<file path="config.mk">
export PLATFORM = sky130hd
export DESIGN_NAME = lsu_ctrl
export DESIGN_NICKNAME = d
export VERILOG_FILES = /design/src/rtl/lsu_ctrl_pkg.sv /design/src/rtl/lsu_load_ext.sv /design/src/rtl/lsu_ctrl.sv
export SDC_FILE = /design/constraint.sdc
export NUM_CORES = 1
export LEC_CHECK = 0
export ABC_AREA = 1
export CELL_PAD_IN_SITES_DETAIL_PLACEMENT = 0
export CELL_PAD_IN_SITES_GLOBAL_PLACEMENT = 2
export CORE_ASPECT_RATIO = 0.75
export CORE_UTILIZATION = 31
export DETAILED_ROUTE_END_ITERATION = 8
export PLACE_DENSITY_LB_ADDON = 0.1
export SLEW_MARGIN = 20
export SYNTH_ARGS = -nofsm -noshare
export SYNTH_HDL_FRONTEND = slang
export SYNTH_SLANG_ARGS = --single-unit
</file>
<file path="constraint.sdc">
create_clock -name clk -period 6.8 [get_ports clk]
set_input_delay 1.7 -clock clk [delete_from_list [all_inputs] [get_ports clk]]
set_output_delay 1.7 -clock clk [all_outputs]
set_load 0.02 [all_outputs]
</file>
<file path="src/rtl/lsu_ctrl_pkg.sv">
// Data-memory access type codes shared with the data memory, plus small
// helpers used by the load/store sequencer.
package lsu_ctrl_pkg;

   localparam logic [2:0] DM_WORD              = 3'b000;
   localparam logic [2:0] DM_HALFWORD          = 3'b001;
   localparam logic [2:0] DM_HALFWORD_UNSIGNED = 3'b010;
   localparam logic [2:0] DM_BYTE              = 3'b011;
   localparam logic [2:0] DM_BYTE_UNSIGNED     = 3'b100;

   // Codes 5..7 are undefined and behave as a full word.
   function automatic logic [2:0] dm_norm(input logic [2:0] t);
      return (t > DM_BYTE_UNSIGNED) ? DM_WORD : t;
   endfunction

   function automatic logic dm_misaligned(input logic [2:0] t, input logic [1:0] off);
      case (t)
         DM_WORD:                           return off != 2'b00;
         DM_HALFWORD, DM_HALFWORD_UNSIGNED: return off[0];
         default:                           return 1'b0;
      endcase
   endfunction

   function automatic logic [7:0] byte_sel(input logic [31:0] w, input logic [1:0] i);
      case (i)
         2'd0:    return w[7:0];
         2'd1:    return w[15:8];
         2'd2:    return w[23:16];
         default: return w[31:24];
      endcase
   endfunction

endpackage

</file>
<file path="src/rtl/lsu_load_ext.sv">
// Load result lane select and sign/zero extension.
module lsu_load_ext
   import lsu_ctrl_pkg::*;
(
   input  logic [31:0] raw,
   input  logic [2:0]  dm_type,
   input  logic [1:0]  offset,
   output logic [31:0] ext
);

   logic [31:0] lane;

   assign lane = raw >> {offset, 3'b000};

   always_comb begin
      ext = lane;
      case (dm_type)
         DM_BYTE:              ext = {{24{lane[7]}}, lane[7:0]};
         DM_BYTE_UNSIGNED:     ext = {24'h000000, lane[7:0]};
         DM_HALFWORD:          ext = {{16{lane[15]}}, lane[15:0]};
         DM_HALFWORD_UNSIGNED: ext = {16'h0000, lane[15:0]};
         default:              ext = lane;
      endcase
   end

endmodule

</file>
<file path="src/rtl/lsu_ctrl.sv">
// MEM-stage load/store sequencer: one request at a time, misaligned accesses
// optionally split into byte beats, sign extension done locally.
module lsu_ctrl
   import lsu_ctrl_pkg::*;
#(
   parameter int unsigned SPLIT_MISALIGNED = 1
)
(
   input  logic        clk,
   input  logic        rst,
   input  logic        req_valid,
   output logic        req_ready,
   input  logic        req_wr,
   input  logic [2:0]  req_type,
   input  logic [31:0] req_addr,
   input  logic [31:0] req_wdata,
   output logic        resp_valid,
   output logic [31:0] resp_rdata,
   output logic        resp_misaligned,
   output logic        DMWr,
   output logic [2:0]  DMType,
   output logic [31:0] addr,
   output logic [31:0] din,
   input  logic [31:0] dout
);

   typedef enum logic [1:0] {IDLE, ACCESS, RESP} state_t;

   state_t      state;
   logic        wr_q, split_q;
   logic [2:0]  type_q;
   logic [31:0] addr_q, wdata_q, raw_q, raw_next, ext_data;
   logic [1:0]  beat_q, last_q, nxt_beat, acc_last;
   logic [2:0]  acc_type;
   logic        acc_mis;
   logic [7:0]  lane_byte;
   logic [31:0] nxt_addr;

   assign acc_type  = dm_norm(req_type);
   assign acc_mis   = dm_misaligned(acc_type, req_addr[1:0]);
   assign acc_last  = !acc_mis ? 2'd0 : ((acc_type == DM_WORD) ? 2'd3 : 2'd1);
   assign nxt_beat  = beat_q + 2'd1;
   assign nxt_addr  = addr_q + {30'b0, nxt_beat};
   // Memory returns the addressed byte in its own lane, not at bit 0.
   assign lane_byte = byte_sel(dout, addr[1:0]);

   always_comb begin
      raw_next = raw_q;
      if (split_q) begin
         case (beat_q)
            2'd0:    raw_next[7:0]   = lane_byte;
            2'd1:    raw_next[15:8]  = lane_byte;
            2'd2:    raw_next[23:16] = lane_byte;
            default: raw_next[31:24] = lane_byte;
         endcase
      end else begin
         raw_next = dout;
      end
   end

   lsu_load_ext u_ext (
      .raw     (raw_next),
      .dm_type (type_q),
      .offset  (split_q ? 2'b00 : addr_q[1:0]),
      .ext     (ext_data)
   );

   always_ff @(posedge clk) begin
      if (rst) begin
         state           <= IDLE;
         req_ready       <= 1'b1;
         resp_valid      <= 1'b0;
         resp_rdata      <= '0;
         resp_misaligned <= 1'b0;
         DMWr            <= 1'b0;
         DMType          <= DM_WORD;
         addr            <= '0;
         din             <= '0;
         wr_q            <= 1'b0;
         type_q          <= DM_WORD;
         addr_q          <= '0;
         wdata_q         <= '0;
         raw_q           <= '0;
         beat_q          <= '0;
         last_q          <= '0;
         split_q         <= 1'b0;
      end else begin
         case (state)
            IDLE: begin
               if (req_valid && req_ready) begin
                  wr_q      <= req_wr;
                  type_q    <= acc_type;
                  addr_q    <= req_addr;
                  wdata_q   <= req_wdata;
                  raw_q     <= '0;
                  beat_q    <= '0;
                  last_q    <= acc_last;
                  split_q   <= acc_mis;
                  req_ready <= 1'b0;
                  if (acc_mis && SPLIT_MISALIGNED == 0) begin
                     state           <= RESP;
                     resp_valid      <= 1'b1;
                     resp_misaligned <= 1'b1;
                     resp_rdata      <= '0;
                  end else begin
                     state <= ACCESS;
                     addr  <= req_addr;
                     DMWr  <= req_wr;
                     if (acc_mis) begin
                        DMType <= req_wr ? DM_BYTE : DM_BYTE_UNSIGNED;
                        din    <= req_wr ? {24'h000000, req_wdata[7:0]} : '0;
                     end else begin
                        DMType <= acc_type;
                        din    <= req_wdata;
                     end
                  end
               end
            end
            ACCESS: begin
               raw_q <= raw_next;
               if (beat_q == last_q) begin
                  state      <= RESP;
                  resp_valid <= 1'b1;
                  resp_rdata <= wr_q ? '0 : ext_data;
                  DMWr       <= 1'b0;
                  DMType     <= DM_WORD;
                  addr       <= '0;
                  din        <= '0;
               end else begin
                  beat_q <= nxt_beat;
                  addr   <= nxt_addr;
                  din    <= wr_q ? {24'h000000, byte_sel(wdata_q, nxt_beat)} : '0;
               end
            end
            RESP: begin
               state           <= IDLE;
               resp_valid      <= 1'b0;
               resp_misaligned <= 1'b0;
               resp_rdata      <= '0;
               req_ready       <= 1'b1;
            end
            default: begin
               state     <= IDLE;
               req_ready <= 1'b1;
            end
         endcase
      end
   end

endmodule

</file>
# == After elaboration in Yosys (flattened, before gate mapping) ==
# Index checks and enable logic that the tools add are counted.
# totals
ff_bits,209
word_cells,102
# op_classes
addsub,2
order_cmp,1
eq_ne,18
shift,1
mux,45
bitwise,1
n_reduce_logical,18
# ops
operator,n
$mux 32,8
$pmux 32 s2,4
$pmux 32 s4,1
$mux 8,7
$pmux 8 s3,2
$add 32x2->32,1
$shr 32x5->32,1
$mux 3,5
$mux 2,7
$reduce_and 2->1,5
$eq 3x2->1 const B,3
$eq 2x1->1 const B,4
$eq 2x2->1 const B,4
$logic_not 2->1,4
$pmux 1 s2,4
$pmux 2 s2,2
$eq 3x1->1 const B,2
$ne 2x2->1 const B,3
$pmux 3 s2,1
$reduce_and 3->1,2
$reduce_bool 2->1,3
$mux 1,4
$eq 3x3->1 const B,1
$gt 3x3->1 const B,1
7 further kinds,7

# == Longest topological paths before layout ==
# Gate-level depths: netlist of the first run.
# logic_depth
ltp_word,9
ltp_mapped,17

# == Hierarchy ==
# Synthesis of the first run repeated with hierarchy kept, for this count alone.
# hier_totals
hier_cells,1583
area_unflattened_um2,10720.3
# by_module_without_submodules
module,n_inst,cells_per_inst,area_each_um2,seq_area_each_um2
lsu_ctrl,1,1402,9818.2,4164.0
lsu_load_ext,1,181,902.1,0.0

# == Worst setup path before layout of the first run ==
# No wires, ideal clock.
# synth_timing
path_type,input to register
start,input port req_type[2]
end,register DMType[1]
setup_time_ns,0.132
arrival_ns,2.851
required_time_ns,6.668
path_slack_ns,3.817
stages,11
n_path_buf,0
path_cell_list,inv_1 > nand2_1 > inv_1 > nor3_1 > o21ai_0 > nand2_2 > inv_1 > nor2_1 > clkinv_1 > o211ai_1 > a21oi_1
# synth_via
elab_chain_cells,8
# synth_lines
element,line_no,source
from (decl),lsu_ctrl.sv:14,"input logic [2:0] req_type,"
$gt 3x3->1,lsu_ctrl_pkg.sv:13,return (t > DM_BYTE_UNSIGNED) ? DM_WORD : t;
$mux 3 *,lsu_ctrl_pkg.sv:13,
$eq 3x1->1 / $eq 3x2->1 (equally long branches),lsu_ctrl_pkg.sv:17,case (t)
$reduce_or 2->1,lsu_ctrl_pkg.sv:17,
$pmux 1 s2,lsu_ctrl_pkg.sv:17,
$mux 3 *,lsu_ctrl.sv:109,if (acc_mis) begin
$mux 3 *,lsu_ctrl.sv:90,if (req_valid && req_ready) begin
$pmux 3 s2 *,lsu_ctrl.sv:88,case (state)
to (signal assigned),lsu_ctrl.sv:110,DMType <= req_wr ? DM_BYTE : DM_BYTE_UNSIGNED;
to (signal assigned),lsu_ctrl.sv:113,DMType <= acc_type;
to (decl),lsu_ctrl.sv:21,"output logic [2:0] DMType,"
# Mark *: on every way between the ends. The rest lies on a longest branch, timed or not. The select of a mux whose other input is x is not followed.
# A chain may end at the register's enable or synchronous reset.

# == Worst setup path in the final report of the first run ==
# Same ends and word-level chain as after synthesis.

==> flow_summary.json, run 1 <==
{
  "status": "finished clean",
  "clock_latency_ns": 0.53,
  "sw_frac_of_total_pct": 34.2,
  "worst_setup_path_end_kind": "register",
  "grt_max_degree": 85,
  "critPathArrivalTime_ns": 4.23,
  "maxSlewViolCount": 0,
  "grt_use_total_pct": 22.0,
  "path_clk_slew_ns": 0.06,
  "die_h_um": 161,
  "grt_pass1_vias": 10055,
  "synth_nets": 1612,
  "cp-start-kind": "primary input",
  "cts.sink_count": 208,
  "nets": 1752,
  "die_area_mm2": 0.0345,
  "p_comb_share_pct": 27.8,
  "p_seq_share_pct": 37.2,
  "hold_viol": 0,
  "rsz0062_at_grt": "false",
  "diodes": 0,
  "final_cell_mix": "nand2_1 (285), dfxtp_1 (208), clkdlybuf4s50_1 (203), o21ai_0 (168), nand3_1 (158)",
  "grt_pass1_wl_um": 60100,
  "cts_hold_buf": 0,
  "total_power_mw": 3.84,
  "fillers": 3499,
  "syn_area_per_cell_um2": 6.97,
  "tns_ns": 0,
  "fmax_mhz": 259,
  "synthArstFlopShare_pct": 0,
  "rows": 57,
  "synth_warnings": 0,
  "start_util_pct": 31.9,
  "post_cts_buffers": 0,
  "slew_headroom_pct": 27.2,
  "multi_input_area_mm2": 0.00543,
  "hp-class": "reg2reg",
  "antenna_found_initial": 0,
  "synth_edf_count": 0,
  "clock_path_buffers": 3,
  "ys_ff_latch": 208,
  "powerDensity_mw_per_mm2": 284,
  "crit_type": "in2reg",
  "netlist_area_mm2": 0.0105,
  "crit_top_cell": "inv_1",
  "cts_resized": 0,
  "die_w_um": 214,
  "fin_hold_ws_ns": 0.463,
  "critical-path-max-stage-delay_ns": 0.49,
  "htree_levels": 1,
  "cts_tree": "yes",
  "fin_skew_ns": 0.00872,
  "cts-root-buf": "clkbuf_16",
  "numPortBuffers": 204,
  "worst_slack_ns": 2.94,
  "p_leak_nw": 5.02,
  "routed_wl_um": 38700,
  "pin_count": 206,
  "cp_top_family": "buffers and inverters",
  "drt_pass1_iterations": 5,
  "clkPwrFrac_pct": 34.9,
  "p_int_mw": 2.53,
  "grt-ovfl-total": 0,
  "cts_made_buffers": 24,
  "routedWlPerCell_um": 18.5,
  "regArea_mm2": 0.00416,
  "synth_flop_cell": "dfxtp_1",
  "post-route-period-util_pct": 56.8,
  "worstMarginPinSlew_ns": 1.09,
  "vias": 10607,
  "place.gp.congestion": 0.848,
  "pre_cts_slack_ns": 2.49,
  "path_max_fanout": 28,
  "ant_nets": 0,
  "vdd_drop_max_v": 0.000158,
  "core_mm2": 0.0328,
  "ys_types": 50,
  "setup_violations": 0,
  "drc_errors": 0,
  "max_cap_violations": 0,
  "ys_seq_area_share_pct": 39.8,
  "drive_above_1_share_pct": 7.43,
  "vias_per_cell": 5.06,
  "finalCriticalPeriod_ns": 3.86,
  "switchingPower_mw": 1.31,
  "drt_iter0_drc": 894,
  "dp_hpwl_um": 27100,
  "synthCells": 1501,
  "crit_required_ns": 7.17,
  "path_buf_inv": 5,
  "cpMaxStageDelayCell": "clkdlybuf4s50_1",
  "path_cells": "clkdlybuf4s50_1 > inv_1 > nand2_1 > inv_1 > nor3_1 > o21ai_0 > nand2_2 > inv_1 > nor2_1 > clkinv_1 > o211ai_1 > a21oi_1",
  "area_delta_synth_final_pct": 29.4,
  "final_common_cell": "nand2_1"
}
-- layout make-up --
cell class,count,share of cell area (%)
Sequential cell,208,30.8
Timing Repair Buffer,220,16.0
Multi-Input combinational cell,1073,40.1
Inverter,114,3.18
Clock buffer,35,5.34
Clock inverter,5,0.555
Tap cell,442,4.09
-- power groups by stage --
stage,registers [mW],clock network [mW],logic [mW]
final,1.43,1.34,1.07
after global routing,1.45,1.42,1.18
after CTS,1.43,1.37,1.07
after detailed placement,1.46,0,1.07
after global placement,1.46,0,1.07
after floorplan,1.52,0,0.579
-- cell families (layout without fill, tap and decap cells) --
group | Yosys count | in the layout | synth area share (%)
DFF | 208 | 208 | 39.8
AOI/OAI and AO/OA | 429 | 429 | 23.4
and+or+nand+nor | 632 | 632 | 27.1
adders and majority gates | 8 | 8 | 1.03
xor gates and xnor gates | 3 | 3 | 0.251
buffers and inverters | 220 | 374 | 8.41
other | 1 | 1 | 0.0359
-- routing by layer --
metal  GRT usage [%]  share of wire, %  up-vias
met4            4.22               1.8        0
met2            30.5                39      278
met1            35.2                54     4924
li1                -                 -     5360
met5               0                 0        -
met3            3.39               5.4       45
-- state kept, by name (all words and copies together), names as in the netlist --
signal      flops
last_q          2
addr           32
raw_q          32
wr_q            1
addr_q         32
type_q          3
resp_rdata     32
state           2
resp_valid      1
req_ready       1
din            32
beat_q          2
DMWr            1
DMType          3
wdata_q        32
-- through the flow --
stage / utilization, % / instances / instance area, um2
global route: 41.3 / 2097 / 13500
floorplan: - / 1501 / 10500
global placement: 38.8 / 2057 / 12700
finish: 41.3 / 2097 / 13500
detailed placement: 38.8 / 2057 / 12700
CTS: 41.3 / 2097 / 13500
-- synth_stat cells, types with 7 or more instances --
cell type	n	share of area, %
nand3_1	158	7.6
a21oi_1	137	6.6
clkbuf_1	61	2.2
buf_1	18	0.65
nand2_1	285	10
buf_2	22	1.1
inv_1	103	3.7
nand3_2	13	1.2
nand4_1	12	0.72
inv_2	9	0.32
nor3_1	13	0.62
a22oi_1	16	1.1
o21ai_0	168	8.0
o22ai_1	9	0.54
a211oi_1	10	0.72
o21ai_1	13	0.62
o31ai_1	24	1.7
a21oi_2	10	0.84
ha_1	7	0.84
a21boi_1	7	0.50
dfxtp_1	208	40
o21ai_2	13	1.1
nor2_1	121	4.3
-- worst reg2reg max path: stages, from the launching register on --
cell and delay (ns):
dfxtp_1 0.87, ha_1 0.27, inv_1 0.07, fa_1 0.41
nor2_2 0.21, nand2_2 0.11, nor2_4 0.12, nand2_1 0.09
nor4_2 0.35, nand3_1 0.24, o21ai_0 0.32, a21oi_1 0.10
-- worst paths after layout --
path / start / endpoint / depth (start not counted) / slack, ns
max: req_type[2] / DMType[1]$_SDFFE_PP0P_ / 12 / 2.94
min: addr_q[6]$_SDFFE_PP0P_ / addr_q[6]$_SDFFE_PP0P_ / 2 / 0.46
max reg2reg: addr_q[0]$_SDFFE_PP0P_ / addr[24]$_SDFFE_PP0P_ / 11 / 3.50
min reg2reg: addr_q[6]$_SDFFE_PP0P_ / addr_q[6]$_SDFFE_PP0P_ / 2 / 0.46
Note: power is estimated with default switching activity, not from simulation.
==> run 2, diff against run 1 <==
--- a/config.mk
+++ b/config.mk
@@ -9,7 +9,7 @@
 export CELL_PAD_IN_SITES_DETAIL_PLACEMENT = 0
 export CELL_PAD_IN_SITES_GLOBAL_PLACEMENT = 2
 export CORE_ASPECT_RATIO = 0.75
-export CORE_UTILIZATION = 31
+export CORE_UTILIZATION = 29
 export DETAILED_ROUTE_END_ITERATION = 8
 export PLACE_DENSITY_LB_ADDON = 0.1
 export SLEW_MARGIN = 20
==> constraint.sdc (replaced) <==
create_clock -name clk -period 3.7 [get_ports clk]
set_input_delay 0.925 -clock clk [delete_from_list [all_inputs] [get_ports clk]]
set_output_delay 0.925 -clock clk [all_outputs]
set_load 0.02 [all_outputs]
==> run 2 against run 1 <==
  * Sequential share of layout area fell by 0.35 points
  * Cell area rose by 1.1%
  * Critical path type is now reg2out
  * Critical path depth fell by 11
  * Largest cell class unchanged
  * Largest power group unchanged
  * Sequential cell count did not move
  * Highest routed layer unchanged
  * Global-route usage fell by 0.053 points
==> flow_summary.json, run 2 (same netlist as run 1, synthesis figures left out) <==
{
  "die_area_mm2": 0.0368,
  "routed_wl_um": 41300,
  "vias": 10741,
  "clock_latency_ns": 0.55,
  "grt_pass1_wl_um": 63700,
  "drc_errors": 0,
  "reg2reg_depth": 13,
  "worst_setup_path_end_kind": "output pin",
  "status": "finished clean",
  "path_max_fanout": 14,
  "r2r-end": "addr[27]$_SDFFE_PP0P_",
  "crit_required_ns": 2.77,
  "final_cell_mix": "nand2_1 (285), dfxtp_1 (208), clkdlybuf4s50_1 (203), o21ai_0 (168), nand3_1 (158)",
  "tns_ns": 0,
  "cp-start-kind": "register",
  "grt_pass1_vias": 10253,
  "cts_made_buffers": 25,
  "cts_resized": 0,
  "p_comb_share_pct": 27.9,
  "fin_skew_ns": 0.0241,
  "core_mm2": 0.0351,
  "htree_levels": 1,
  "clock_path_buffers": 3,
  "die_h_um": 166,
  "die_w_um": 221,
  "p_int_mw": 4.72,
  "path_clk_slew_ns": 0.06,
  "cts.sink_count": 208,
  "fmax_mhz": 330,
  "path_cells": "clkdlybuf4s50_1",
  "routedWlPerCell_um": 19.4,
  "worstMarginPinSlew_ns": 1.03,
  "numPortBuffers": 204,
  "path_buf_inv": 1,
  "ant_nets": 0,
  "cp_top_family": "flip-flops",
  "post_cts_buffers": 0,
  "nets": 1760,
  "p_leak_nw": 5.09,
  "final_common_cell": "nand2_1",
  "worst_slack_ns": 0.673,
  "min_from": "addr_q[6]$_SDFFE_PP0P_",
  "finalCriticalPeriod_ns": 3.03,
  "cpMaxStageDelayCell": "dfxtp_1",
  "clkPwrFrac_pct": 35.5,
  "powerDensity_mw_per_mm2": 528,
  "hp-class": "reg2reg",
  "area_delta_synth_final_pct": 30.9,
  "slew_headroom_pct": 31.0,
  "setup_violations": 0,
  "p_seq_share_pct": 36.6,
  "min_path_cells": 2,
  "sw_frac_of_total_pct": 34.8,
  "diodes": 0,
  "hold_viol": 0,
  "cts-root-buf": "clkbuf_16",
  "grt_use_total_pct": 22.0,
  "multi_input_area_mm2": 0.00543,
  "holdPathEnd": "addr_q[6]$_SDFFE_PP0P_",
  "antenna_found_initial": 0,
  "cp_num_cells": 1,
  "max_cap_violations": 0,
  "switchingPower_mw": 2.52,
  "rsz0062_at_grt": "false",
  "drt_iter0_drc": 728,
  "vias_per_cell": 5.05,
  "grt_max_degree": 69,
  "vdd_drop_max_v": 0.000314,
  "pre_cts_slack_ns": 0.606,
  "critical-path-max-stage-delay_ns": 0.80,
  "grt-ovfl-total": 0,
  "crit_type": "reg2out",
  "place.gp.congestion": 0.798,
  "maxSlewViolCount": 0,
  "pin_count": 206,
  "dp_hpwl_um": 29000,
  "start_util_pct": 29.8,
  "cts_hold_buf": 0,
  "rows": 59,
  "regArea_mm2": 0.00416,
  "post-route-period-util_pct": 81.8,
  "cts_tree": "yes",
  "fillers": 3692,
  "critPathArrivalTime_ns": 2.10,
  "rr_startpoint": "beat_q[0]$_SDFFE_PP0P_",
  "drive_above_1_share_pct": 8.03,
  "rrSetupSlack_ns": 0.78,
  "drt_pass1_iterations": 5
}
-- run 2: cell types whose count changed in the layout (fill, tap and decap cells not counted), sizes merged --
cell,change
buf,+7
clkbuf,+3
clkinv,+2
inv,+1
-- run 2: how the worst max path moves through the flow --
stage / start / to
after floorplan: beat_q[0]$_SDFFE_PP0P_ / addr[22]$_SDFFE_PP0P_
final: addr[1]$_SDFFE_PP0P_ / addr[1]
after global placement: req_type[1] / DMType[1]$_SDFFE_PP0P_
after CTS: addr[1]$_SDFFE_PP0P_ / addr[1]
after global routing: beat_q[0]$_SDFFE_PP0P_ / addr[27]$_SDFFE_PP0P_
after detailed placement: req_type[2] / DMType[1]$_SDFFE_PP0P_
-- run 2: power groups by stage --
stage	registers, mW	logic [mW]	clock network (mW)
3_5_place_dp	2.69	2.01	0
6_report	2.65	2.02	2.57
4_1_cts	2.65	2.02	2.63
3_3_place_gp	2.70	2.02	0
5_1_grt	2.68	2.21	2.73
2_1_floorplan	2.79	1.06	0
-- run 2: final cells by class --
type                    count  share of cell area, %
well taps                 457                   4.18
clock buffers              38                   5.44
repair buffers            227                   16.4
flip-flops and latches    208                   30.4
multi-input cells        1073                   39.7
inverters                 114                   3.14
clock inverters             8                  0.713
-- run 2: routing by layer --
| layer | wire length, um | global-route usage [%] | vias up |
|---|---|---|---|
| met1 | 22000 | 34.5 | 5070 |
| met2 | 16300 | 30.4 | 258 |
| met5 | 0 | 0 | - |
| met4 | 816 | 5.20 | 0 |
| li1 | - | - | 5366 |
| met3 | 2120 | 3.76 | 47 |
-- run 2: stage by stage --
stage / std cells / hold slack (ns) / cell area (um2) / util, % / total power, mW
6_report: 2125 / 0.463 / 13700 / 39.0 / 7.23
5_1_grt: 2125 / 0.485 / 13700 / 39.0 / 7.62
4_1_cts: 2125 / 0.465 / 13700 / 39.0 / 7.30
3_5_place_dp: 2079 / 0.456 / 12800 / 36.6 / 4.71
3_3_place_gp: 2079 / 0.451 / 12800 / 36.6 / 4.72
2_1_floorplan: 1501 / 0.438 / 10500 / - / 3.85
==> run 3, diff against run 2 <==
--- a/config.mk
+++ b/config.mk
@@ -9,7 +9,7 @@
 export CELL_PAD_IN_SITES_DETAIL_PLACEMENT = 0
 export CELL_PAD_IN_SITES_GLOBAL_PLACEMENT = 2
 export CORE_ASPECT_RATIO = 0.75
-export CORE_UTILIZATION = 29
+export CORE_UTILIZATION = 26
 export DETAILED_ROUTE_END_ITERATION = 8
 export PLACE_DENSITY_LB_ADDON = 0.1
 export SLEW_MARGIN = 20
==> constraint.sdc (replaced) <==
create_clock -name clk -period 2.51 [get_ports clk]
set_input_delay 0.6275 -clock clk [delete_from_list [all_inputs] [get_ports clk]]
set_output_delay 0.6275 -clock clk [all_outputs]
set_load 0.02 [all_outputs]
==> run 3 against run 2 <==
  * The flow now finishes with violations (design-rule violations, negative setup slack)
  * Count of clock-buffer cells in the layout is 1 lower
  * Clock skew is 0.0035 ns lower
  * Combinational power is 64% higher
  * Sequential share of layout area is 2.2 points lower
  * Critical path type is now reg2reg
  * Critical endpoint is now addr[26]$_SDFFE_PP0P_
==> flow_summary.json, run 3 (same netlist as run 1, synthesis figures left out) <==
{
  "r2r-end": "addr[26]$_SDFFE_PP0P_",
  "setup_violations": 1,
  "p_seq_share_pct": 35.1,
  "post-route-period-util_pct": 101,
  "clock_latency_ns": 0.55,
  "final_cell_count_no_fill": 2285,
  "dp_hpwl_um": 29900,
  "grt-ovfl-total": 0,
  "drive_above_1_share_pct": 14.2,
  "fin_skew_ns": 0.0206,
  "switchingPower_mw": 3.77,
  "pre_cts_slack_ns": -0.143,
  "final_area_mm2": 0.0147,
  "p_int_mw": 7.22,
  "hold_viol": 0,
  "start_util_pct": 26.4,
  "routed.top_layer": "met4",
  "grt_max_degree": 95,
  "routed_wl_um": 42500,
  "rrSetupSlack_ns": -0.03,
  "wl_met3_um": 2100,
  "min_path_cells": 2,
  "fmax_mhz": 393,
  "cp-start-kind": "register",
  "vdd_drop_max_v": 0.000500,
  "path_clk_slew_ns": 0.06,
  "status": "finished, violations left",
  "grt_use_total_pct": 20.7,
  "violations": "design-rule violations, negative setup slack",
  "reg2reg_depth": 14,
  "worst_setup_path_end_kind": "register",
  "dpl_cell_area_mm2": 0.0137,
  "cts.sink_count": 208,
  "path_max_fanout": 3,
  "vias": 11075,
  "met2_length_um": 17300,
  "clock_path_buffers": 3,
  "vias_per_cell": 4.85,
  "critPathArrivalTime_ns": 3.03,
  "final_common_cell": "nand2_1",
  "finalCriticalPeriod_ns": 2.54,
  "final_cell_mix": "nand2_1 (282), dfxtp_1 (206), clkdlybuf4s50_1 (203), o21ai_0 (163), nand3_1 (157)",
  "nets": 1855,
  "clkPwrFrac_pct": 34.7,
  "drt_pass1_iterations": 7,
  "max_cap_violations": 0,
  "hp-class": "reg2reg",
  "rows": 63,
  "grt_pass1_wl_um": 65500,
  "maxSlewViolCount": 0,
  "crit_type": "reg2reg",
  "slew_headroom_pct": 57.7,
  "rsz0062_at_grt": "true",
  "numPortBuffers": 204,
  "area_delta_synth_final_pct": 41.0,
  "grt_pass1_vias": 10671,
  "die_h_um": 176,
  "fillers": 4222,
  "htree_levels": 1,
  "wl_met1_um": 22400,
  "p_leak_nw": 5.61,
  "p_comb_share_pct": 30.2,
  "pin_count": 206,
  "place.gp.congestion": 0.857,
  "antenna_found_initial": 3,
  "drc_errors": 36,
  "powerDensity_mw_per_mm2": 745,
  "cts-root-buf": "clkbuf_16",
  "cts_made_buffers": 26,
  "ant_nets": 0,
  "worst_slack_ns": -0.0330,
  "place_inst": 2225,
  "cp-endpoint": "addr[26]$_SDFFE_PP0P_",
  "drt_iter0_drc": 835,
  "routedWlPerCell_um": 18.6,
  "cts_tree": "yes",
  "die_area_mm2": 0.0410,
  "sw_frac_of_total_pct": 34.3,
  "crit_required_ns": 3.00,
  "startpoint": "beat_q[0]$_SDFFE_PP0P_",
  "worstMarginPinSlew_ns": 0.634,
  "die_w_um": 234,
  "min_from": "addr_q[6]$_SDFFE_PP0P_",
  "rr_startpoint": "beat_q[0]$_SDFFE_PP0P_",
  "core_mm2": 0.0396
}
-- run 3: cell count changes in the layout (fill, tap and decap cells not counted), moves of 4 or more --
cell / before / now
buf_4: 21 / 102
buf_12: 3 / 13
o21ai_0: 168 / 163
inv_1: 102 / 98
inv_2: 10 / 14
nor2_1: 118 / 114
nor2_4: 5 / 9
o21ai_1: 13 / 17
-- run 3: layer usage --
metal / GRT usage [%] / up-vias
li1: - / 5586
met4: 4.49 / 0
met3: 3.21 / 37
met1: 32.2 / 5188
met2: 29.2 / 264
met5: 0 / -
-- run 3: worst max-delay path: stages (launching register included) --
cell and delay [ns]:
dfxtp_2 0.33, inv_2 0.05, ha_4 0.28, inv_2 0.04, fa_2 0.35, nor2_4 0.13
nand2_2 0.08, nor2_4 0.10, nand4_1 0.21, nor3_2 0.25, buf_4 0.15, nand4_1 0.09
a21oi_1 0.15, o21ai_1 0.12, a21oi_1 0.15
-- run 3: area by class of cell --
cell class                      instances  area (um2)  area share, %
Timing Repair Buffer                  321        3090           21.0
Antenna cell                            3        7.51         0.0509
Clock buffer                           37         753           5.11
Clock inverter                          9        97.6          0.662
Inverter                              114         430           2.92
Tap cell                              520         651           4.41
Sequential cell                       208        4170           28.3
Multi-Input combinational cell       1073        5550           37.6
-- run 3: power groups by stage --
stage	registers [mW]	clock network, mW	logic (mW)
floorplan	4.11	0	1.57
global placement	3.93	0	3.29
detailed placement	3.93	0	3.29
CTS	3.86	3.93	3.32
global route	3.90	4.07	3.64
finish	3.86	3.81	3.32
-- run 3: repair_timing --
action	CTS	global route
pin swaps	3	15
hold buffers	0	0
resized for setup	11	27
buffers inserted	0	11
endpoints found under the setup margin	6	14
-- run 3: worst min-delay path by stage --
stage | end | slack [ns]
after floorplan | addr_q[6]$_SDFFE_PP0P_ | 0.44
after global placement | addr_q[30]$_SDFFE_PP0P_ | 0.45
after detailed placement | addr_q[6]$_SDFFE_PP0P_ | 0.45
after CTS | addr_q[6]$_SDFFE_PP0P_ | 0.46
after global routing | wdata_q[10]$_SDFFE_PP0P_ | 0.49
final | addr_q[6]$_SDFFE_PP0P_ | 0.46
-- run 3: stage by stage --
stage | total power [mW] | setup TNS (ns) | hold slack, ns | util [%]
after floorplan | 5.68 | 0 | 0.438 | -
after global placement | 7.22 | -1.36 | 0.453 | 34.6
after detailed placement | 7.21 | -1.71 | 0.454 | 34.6
after CTS | 11.1 | 0 | 0.464 | 36.8
after global routing | 11.6 | -0.587 | 0.494 | 37.3
final | 11.0 | -0.0330 | 0.461 | 37.3
